<file path="config.mk">
export PLATFORM = sky130hd
export DESIGN_NAME = hazard_forward_ctrl_flat
export DESIGN_NICKNAME = d
export VERILOG_FILES = /design/src/rtl/hazard_forward_ctrl_if.sv /design/src/rtl/hazard_forward_ctrl.sv /design/src/flat_wrapper.sv
export SDC_FILE = /design/constraint.sdc
export NUM_CORES = 1
export LEC_CHECK = 0
export CAP_MARGIN = 15
export CORE_UTILIZATION = 48
export CTS_CLUSTER_DIAMETER = 40
export DETAILED_ROUTE_END_ITERATION = 6
export PLACE_DENSITY = 0.84
export SETUP_SLACK_MARGIN = 0.15
export SLEW_MARGIN = 40
export SYNTH_ARGS = -nofsm -noshare
export SYNTH_HDL_FRONTEND = slang
export SYNTH_SLANG_ARGS = --single-unit
</file>
<file path="constraint.sdc">
create_clock -name clk -period 3.8 [get_ports clk]
set_clock_uncertainty 0.2 [all_clocks]
set_input_delay 0.57 -clock clk [delete_from_list [all_inputs] [get_ports clk]]
set_output_delay 0.57 -clock clk [all_outputs]
set_load 0.02 [all_outputs]
</file>
<file path="src/rtl/hazard_forward_ctrl_if.sv">
// ---------------------------------------------------------------------------
// hazard_forward_ctrl_if
// Bundle between the ID/EX pipeline logic and the hazard/forwarding
// controller.
//   master : pipeline side. It drives the ID instruction info and the EX
//            branch outcome, and receives the operand selects and the
//            stall/flush controls.
//   slave  : controller side.
// Optional macro HAZARD_PERF_CNT_EN adds the CNT_W parameter and the
// stall_cnt/flush_cnt counter outputs.
// ---------------------------------------------------------------------------
interface hazard_forward_ctrl_if #(
  parameter int REG_ADDR_W = 5
`ifdef HAZARD_PERF_CNT_EN
  , parameter int CNT_W = 32
`endif
);
  // ID-stage instruction info
  logic                  id_valid;
  logic [REG_ADDR_W-1:0] id_rs;
  logic [REG_ADDR_W-1:0] id_rt;
  logic                  id_use_rs;
  logic                  id_use_rt;
  logic [REG_ADDR_W-1:0] id_rd;
  logic                  id_regwrite;
  logic                  id_memread;
  // EX-stage branch outcome
  logic                  ex_branch_taken;
  // Controller outputs
  logic [1:0]            fwd_a_sel;
  logic [1:0]            fwd_b_sel;
  logic                  pc_hold;
  logic                  ifid_hold;
  logic                  idex_bubble;
  logic                  ifid_flush;
  logic [1:0]            ctrl_state;
`ifdef HAZARD_PERF_CNT_EN
  logic [CNT_W-1:0]      stall_cnt;
  logic [CNT_W-1:0]      flush_cnt;
`endif

  modport master (
    output id_valid, id_rs, id_rt, id_use_rs, id_use_rt,
           id_rd, id_regwrite, id_memread, ex_branch_taken,
    input  fwd_a_sel, fwd_b_sel, pc_hold, ifid_hold,
           idex_bubble, ifid_flush, ctrl_state
`ifdef HAZARD_PERF_CNT_EN
    , input stall_cnt, flush_cnt
`endif
  );

  modport slave (
    input  id_valid, id_rs, id_rt, id_use_rs, id_use_rt,
           id_rd, id_regwrite, id_memread, ex_branch_taken,
    output fwd_a_sel, fwd_b_sel, pc_hold, ifid_hold,
           idex_bubble, ifid_flush, ctrl_state
`ifdef HAZARD_PERF_CNT_EN
    , output stall_cnt, flush_cnt
`endif
  );
endinterface

</file>
<file path="src/rtl/hazard_forward_ctrl.sv">
// ---------------------------------------------------------------------------
// hazard_forward_ctrl
// Hazard detection and operand-forwarding control for a 5-stage pipeline.
// The block is clocked with the ID/EX register. It tracks the destination
// info of the instructions now in EX and MEM, and it produces:
//   - registered operand selects fwd_a_sel/fwd_b_sel for the EX instruction.
//     The encoding is 00 = ID/EX value, 01 = MEM/WB result, 10 = EX/MEM
//     result. The code 11 is never driven.
//   - combinational load-use stall controls: pc_hold, ifid_hold, idex_bubble.
//   - combinational taken-branch flush controls: ifid_flush, idex_bubble.
//   - ctrl_state, a debug copy of last cycle's action (RUN/STALL/FLUSH).
// Ports:
//   clk, rst_n : pipeline clock, asynchronous active-low reset.
//   bus        : hazard_forward_ctrl_if.slave (ID info in, controls out).
// Optional macro HAZARD_PERF_CNT_EN adds saturating stall/flush counters.
//
// The WB stage moves down the same shadow pipeline. It is not held as a
// register, because nothing reads it: the register file writes in the first
// half-cycle, so a WB result is already visible to ID and needs no forward.
// ---------------------------------------------------------------------------
module hazard_forward_ctrl #(
  parameter int REG_ADDR_W = 5
`ifdef HAZARD_PERF_CNT_EN
  , parameter int CNT_W = 32
`endif
) (
  input logic                 clk,
  input logic                 rst_n,
  hazard_forward_ctrl_if.slave bus
);

  typedef enum logic [1:0] {
    ST_RUN   = 2'd0,
    ST_STALL = 2'd1,
    ST_FLUSH = 2'd2
  } state_t;

  typedef enum logic [1:0] {
    SEL_IDEX  = 2'b00,
    SEL_MEMWB = 2'b01,
    SEL_EXMEM = 2'b10
  } sel_t;

  typedef struct packed {
    logic                  valid;
    logic [REG_ADDR_W-1:0] rd;
    logic                  regwrite;
    logic                  memread;
  } slot_t;

  localparam slot_t BUBBLE = '0;

  slot_t  ex_slot, mem_slot;
  state_t state;
  sel_t   fwd_a_q, fwd_b_q;
  sel_t   fwd_a_nxt, fwd_b_nxt;
  logic   load_use, flush, stall;

  // A slot produces r when it writes r. Register 0 is hard-wired and never
  // counts as a match.
  function automatic logic produces(input slot_t s,
                                    input logic [REG_ADDR_W-1:0] r);
    return s.valid && s.regwrite && (s.rd == r) && (r != '0);
  endfunction

  // A load in EX has no data yet, so it cannot forward from EX/MEM. It
  // becomes a MEM/WB forward one cycle later, after the stall.
  function automatic sel_t pick_src(input logic use_op,
                                    input logic [REG_ADDR_W-1:0] r,
                                    input slot_t ex, input slot_t mem);
    if (!use_op)                          return SEL_IDEX;
    else if (produces(ex, r) && !ex.memread) return SEL_EXMEM;
    else if (produces(mem, r))            return SEL_MEMWB;
    else                                  return SEL_IDEX;
  endfunction

  // NOTE: every always_comb output gets a default first, so that no path
  // leaves it unassigned and no latch is inferred.
  always_comb begin
    load_use = 1'b0;
    if (bus.id_valid && ex_slot.memread)
      load_use = (bus.id_use_rs && produces(ex_slot, bus.id_rs)) ||
                 (bus.id_use_rt && produces(ex_slot, bus.id_rt));
  end

  // A taken branch kills the ID instruction, so it overrides a stall.
  assign flush = bus.ex_branch_taken;
  assign stall = load_use && !flush;

  always_comb begin
    fwd_a_nxt = SEL_IDEX;
    fwd_b_nxt = SEL_IDEX;
    if (!stall && !flush) begin
      fwd_a_nxt = pick_src(bus.id_use_rs, bus.id_rs, ex_slot, mem_slot);
      fwd_b_nxt = pick_src(bus.id_use_rt, bus.id_rt, ex_slot, mem_slot);
    end
  end

  // NOTE: sequential state uses non-blocking assignments only, so every
  // register samples values from before the clock edge, and the shift
  // EX -> MEM does not depend on the order of statements.
  always_ff @(posedge clk or negedge rst_n) begin
    if (!rst_n) begin
      ex_slot  <= BUBBLE;
      mem_slot <= BUBBLE;
      fwd_a_q  <= SEL_IDEX;
      fwd_b_q  <= SEL_IDEX;
      state    <= ST_RUN;
    end else begin
      mem_slot <= ex_slot;
      if (stall || flush)
        ex_slot <= BUBBLE;
      else
        ex_slot <= '{valid:    bus.id_valid,
                     rd:       bus.id_rd,
                     regwrite: bus.id_regwrite,
                     memread:  bus.id_memread};
      fwd_a_q <= fwd_a_nxt;
      fwd_b_q <= fwd_b_nxt;
      if (flush)      state <= ST_FLUSH;
      else if (stall) state <= ST_STALL;
      else            state <= ST_RUN;
    end
  end

  assign bus.fwd_a_sel   = fwd_a_q;
  assign bus.fwd_b_sel   = fwd_b_q;
  assign bus.ctrl_state  = state;
  assign bus.pc_hold     = stall;
  assign bus.ifid_hold   = stall;
  assign bus.idex_bubble = stall || flush;
  assign bus.ifid_flush  = flush;

`ifdef HAZARD_PERF_CNT_EN
  logic [CNT_W-1:0] stall_cnt_q, flush_cnt_q;

  always_ff @(posedge clk or negedge rst_n) begin
    if (!rst_n) begin
      stall_cnt_q <= '0;
      flush_cnt_q <= '0;
    end else begin
      if (stall && !(&stall_cnt_q)) stall_cnt_q <= stall_cnt_q + 1'b1;
      if (flush && !(&flush_cnt_q)) flush_cnt_q <= flush_cnt_q + 1'b1;
    end
  end

  assign bus.stall_cnt = stall_cnt_q;
  assign bus.flush_cnt = flush_cnt_q;
`endif

endmodule

</file>
<file path="src/flat_wrapper.sv">
// flat-port wrapper written by rule: the top's interface ports become plain ports
module hazard_forward_ctrl_flat 
#(
  parameter int REG_ADDR_W = 5

)
  (clk, rst_n, bus_id_valid, bus_id_rs, bus_id_rt, bus_id_use_rs, bus_id_use_rt, bus_id_rd, bus_id_regwrite, bus_id_memread, bus_ex_branch_taken, bus_fwd_a_sel, bus_fwd_b_sel, bus_pc_hold, bus_ifid_hold, bus_idex_bubble, bus_ifid_flush, bus_ctrl_state);
  hazard_forward_ctrl_if #(.REG_ADDR_W(REG_ADDR_W)) bus_i ();
  input logic clk;
  input logic rst_n;
  input wire logic [$bits(bus_i.id_valid)-1:0] bus_id_valid;
  input wire logic [$bits(bus_i.id_rs)-1:0] bus_id_rs;
  input wire logic [$bits(bus_i.id_rt)-1:0] bus_id_rt;
  input wire logic [$bits(bus_i.id_use_rs)-1:0] bus_id_use_rs;
  input wire logic [$bits(bus_i.id_use_rt)-1:0] bus_id_use_rt;
  input wire logic [$bits(bus_i.id_rd)-1:0] bus_id_rd;
  input wire logic [$bits(bus_i.id_regwrite)-1:0] bus_id_regwrite;
  input wire logic [$bits(bus_i.id_memread)-1:0] bus_id_memread;
  input wire logic [$bits(bus_i.ex_branch_taken)-1:0] bus_ex_branch_taken;
  output wire logic [$bits(bus_i.fwd_a_sel)-1:0] bus_fwd_a_sel;
  output wire logic [$bits(bus_i.fwd_b_sel)-1:0] bus_fwd_b_sel;
  output wire logic [$bits(bus_i.pc_hold)-1:0] bus_pc_hold;
  output wire logic [$bits(bus_i.ifid_hold)-1:0] bus_ifid_hold;
  output wire logic [$bits(bus_i.idex_bubble)-1:0] bus_idex_bubble;
  output wire logic [$bits(bus_i.ifid_flush)-1:0] bus_ifid_flush;
  output wire logic [$bits(bus_i.ctrl_state)-1:0] bus_ctrl_state;
  assign bus_i.id_valid = bus_id_valid;
  assign bus_i.id_rs = bus_id_rs;
  assign bus_i.id_rt = bus_id_rt;
  assign bus_i.id_use_rs = bus_id_use_rs;
  assign bus_i.id_use_rt = bus_id_use_rt;
  assign bus_i.id_rd = bus_id_rd;
  assign bus_i.id_regwrite = bus_id_regwrite;
  assign bus_i.id_memread = bus_id_memread;
  assign bus_i.ex_branch_taken = bus_ex_branch_taken;
  assign bus_fwd_a_sel = bus_i.fwd_a_sel;
  assign bus_fwd_b_sel = bus_i.fwd_b_sel;
  assign bus_pc_hold = bus_i.pc_hold;
  assign bus_ifid_hold = bus_i.ifid_hold;
  assign bus_idex_bubble = bus_i.idex_bubble;
  assign bus_ifid_flush = bus_i.ifid_flush;
  assign bus_ctrl_state = bus_i.ctrl_state;
  hazard_forward_ctrl #(.REG_ADDR_W(REG_ADDR_W)) u_core (.clk(clk), .rst_n(rst_n), .bus(bus_i));
endmodule
</file>
==> impl_metrics.ini <==
[outcome]
status = finished with violations
violations = hold timing

[global_route]
grt_usage = 0.204
grt_pass1_vias = 700
grt_pass1_wl_mm = 3.07
grt_max_degree = 22
antenna_found_initial = 0
grt-ovfl-total = 0

[sta]
setup_violations = 0
period_needed_ps = 3550
finalWorstSetupSlack_ps = 254
max_freq_ghz = 0.282
tightest_slew_ps = 489
relSlewSlack = 0.672
period_share = 0.933
hold_viol = 13
drv_slew = 0
rsz0062_at_grt = no
holdWs_ps = -5.69
fin_setup_tns_ps = 0

[synthesis]
synth_warnings = 0
synth_area_um2 = 1000
syn-instance-count = 88
ys_seq_area_frac = 0.525
synth.top_cell.area_share = 0.525
synth_fp_nets = 111
yosysUniqueCellTypes = 24
syn_avg_cell_area_um2 = 11.4
synth_seq_cells = 21
yosys.area.top_type = dfrtp_1
synth.area.top_cells = dfrtp_1 53%, xnor2_1 13%, and2_1 5.0%

[clocking]
clock_sinks = 21
clk_pin_slew_ps = 110
cts_max_path_buffers = 2
clk_latency_ps = 290
cts_max_level = 1
postCtsSetupBuffers = 0
cts_tree = done
cts_buffers = 3
root_buffer = clkbuf_4

[cells_and_area]
regArea_um2 = 526
areaGrowthSynthToFinish_pct = 37.1
final_util = 0.700
antennaDiodeCount = 0
final_cells = 149
final_net_count = 146
layout-drive-gt1-share = 0.0820
n_fill_cell = 167
multi_input_area_um2 = 458

[pwr]
power_density_nw_per_um2 = 302
p_leak_nw = 0.589
p_total_mw = 0.415
peakVddDrop_v = 0.000226

[worst_setup_path]
crit_type = primary input to output pin
cp_max_fo = 3
slowest_stage = clkdlybuf4s50_1
cp.required_ps = 3030
arrival_ps = 2780
slowest_delay_ps = 630
cp_cell_sequence = clkdlybuf4s50_1, xnor2_1, nand2_1, nor4_2, nor2_2, nor2_1, clkdlybuf4s50_1
cpMostUsedCell = clkdlybuf4s50_1
endpoint_kind = output pin
startpoint_type = primary input

[placement]
dp_hpwl_mm = 1.63
place_inst = 145
gp_congestion = 0.859
dp_slack_ps = 190
port_buffers = 32

[routing]
postRouteAntennaNets = 0
routed_wl_mm = 1.96
drt_iter0_drc = 16
vias_per_cell = 5.15
wire_per_inst_um = 13.1
drtPass1Iterations = 4
num_vias = 768
drc = 0

[hold_path]
hold_path.class = primary input to async pin

[floorplan]
core-area_um2 = 1960
fp.dieH_um = 47.7
std_cell_rows = 16
pin_count = 33
fp.dieW_um = 47.7
die_area_um2 = 2270
start_util = 0.510

[job]
maxCapViolCount = 0
[critical path, delay by kind of cell]
family | cells | cell delay (ps)
XOR/XNOR | 1 | 150
buffers and inverters | 2 | 1180
AND/OR/NAND/NOR | 4 | 870
[sequential cells by signal, summed over array words and instances, names as in the netlist]
name                   flops
u_core.bus.ctrl_state      2
u_core.ex_slot             8
u_core.mem_slot            7
u_core.bus.fwd_b_sel       2
u_core.bus.fwd_a_sel       2
[power breakdown]
group | internal (mW) | leakage [nW] | switching (mW) | total (mW)
clock | 0.0408 | 0.0150 | 0.0637 | 0.104
combinational | 0.0406 | 0.299 | 0.0309 | 0.0714
sequential | 0.232 | 0.275 | 0.00712 | 0.239
[synth_stat cells]
library cell,n
nor4b_1,1
nor2_2,1
and3_1,1
or4_4,1
nor4_2,1
xnor2_1,15
xor2_1,5
nor3_1,1
o211ai_2,1
o311a_1,1
nand2_1,7
and2_1,8
nand3b_1,1
inv_1,3
nor4b_2,1
nand3_1,4
or3_1,2
dfrtp_1,21
o211a_1,1
nor3_4,1
nor2_1,6
buf_4,2
and4_1,1
nor4_1,2
[timing repair]
action	CTS	global route
gates resized for setup	0	2
hold buffers	0	0
endpoints found under the setup margin	0	2
[cells in the final DEF, fill, tap and decap left out, drive strengths merged]
cell type / instances
nand3b: 1
and4: 1
o211ai: 1
clkbuf: 4
o211a: 1
nor4b: 2
nor2: 7
nand3: 4
or4: 1
buf: 1
inv: 3
nor4: 3
and2: 8
clkdlybuf4s50: 30
and3: 1
or3: 2
nor3: 2
dfrtp: 21
xnor2: 15
o311a: 1
nand2: 7
xor2: 5
dlymetal6s2s: 1
[kinds of logic (layout without fill, tap and decap cells)]
kind of cell	count (synthesis)	in the layout	share of synthesized area
simple gates	39	39	0.241
flops	21	21	0.525
buf+inv	5	39	0.0262
xor+xnor	20	20	0.175
compound gates	3	3	0.0325
[cell type report]
class	count	share of cell area
timing repair buffer	32	0.232
sequential	21	0.383
tap	27	0.0246
multi-input combinational	62	0.334
clock buffer	4	0.0191
inverter	3	0.00820
[worst paths after layout]
kind / start / end / slack [ps] / depth (start not counted)
worst max-delay path: bus_id_rs[1] / bus_ifid_hold / 250 / 7
worst min-delay path: rst_n / u_core.bus.fwd_a_sel[1] / -6 / 1
worst max register to register: u_core.ex_slot[3] / u_core.ex_slot[4] / 2000 / 5
worst min register to register: u_core.ex_slot[7] / u_core.mem_slot[7] / 210 / 0
max in group asynchronous: rst_n / u_core.ex_slot[6] / 3100 / 1
min in group clk: u_core.ex_slot[7] / u_core.mem_slot[7] / 210 / 0
[layer usage]
metal	GRT usage	vias up	part of all wire
li1	-	360	-
met1	0.254	361	0.39
met2	0.337	45	0.52
met3	0.0528	2	0.075
met4	0.0889	0	0.011
met5	0	-	0
[stage by stage]
step / hold slack (ps) / cell area [um^2]
final: -5.69 / 1370
after CTS: 7.97 / 1360
after global routing: 22.9 / 1370
after floorplan: 74.4 / 1000
after global placement: 175 / 1340
after detailed placement: 183 / 1340
Power figures use the tool's default switching activity.
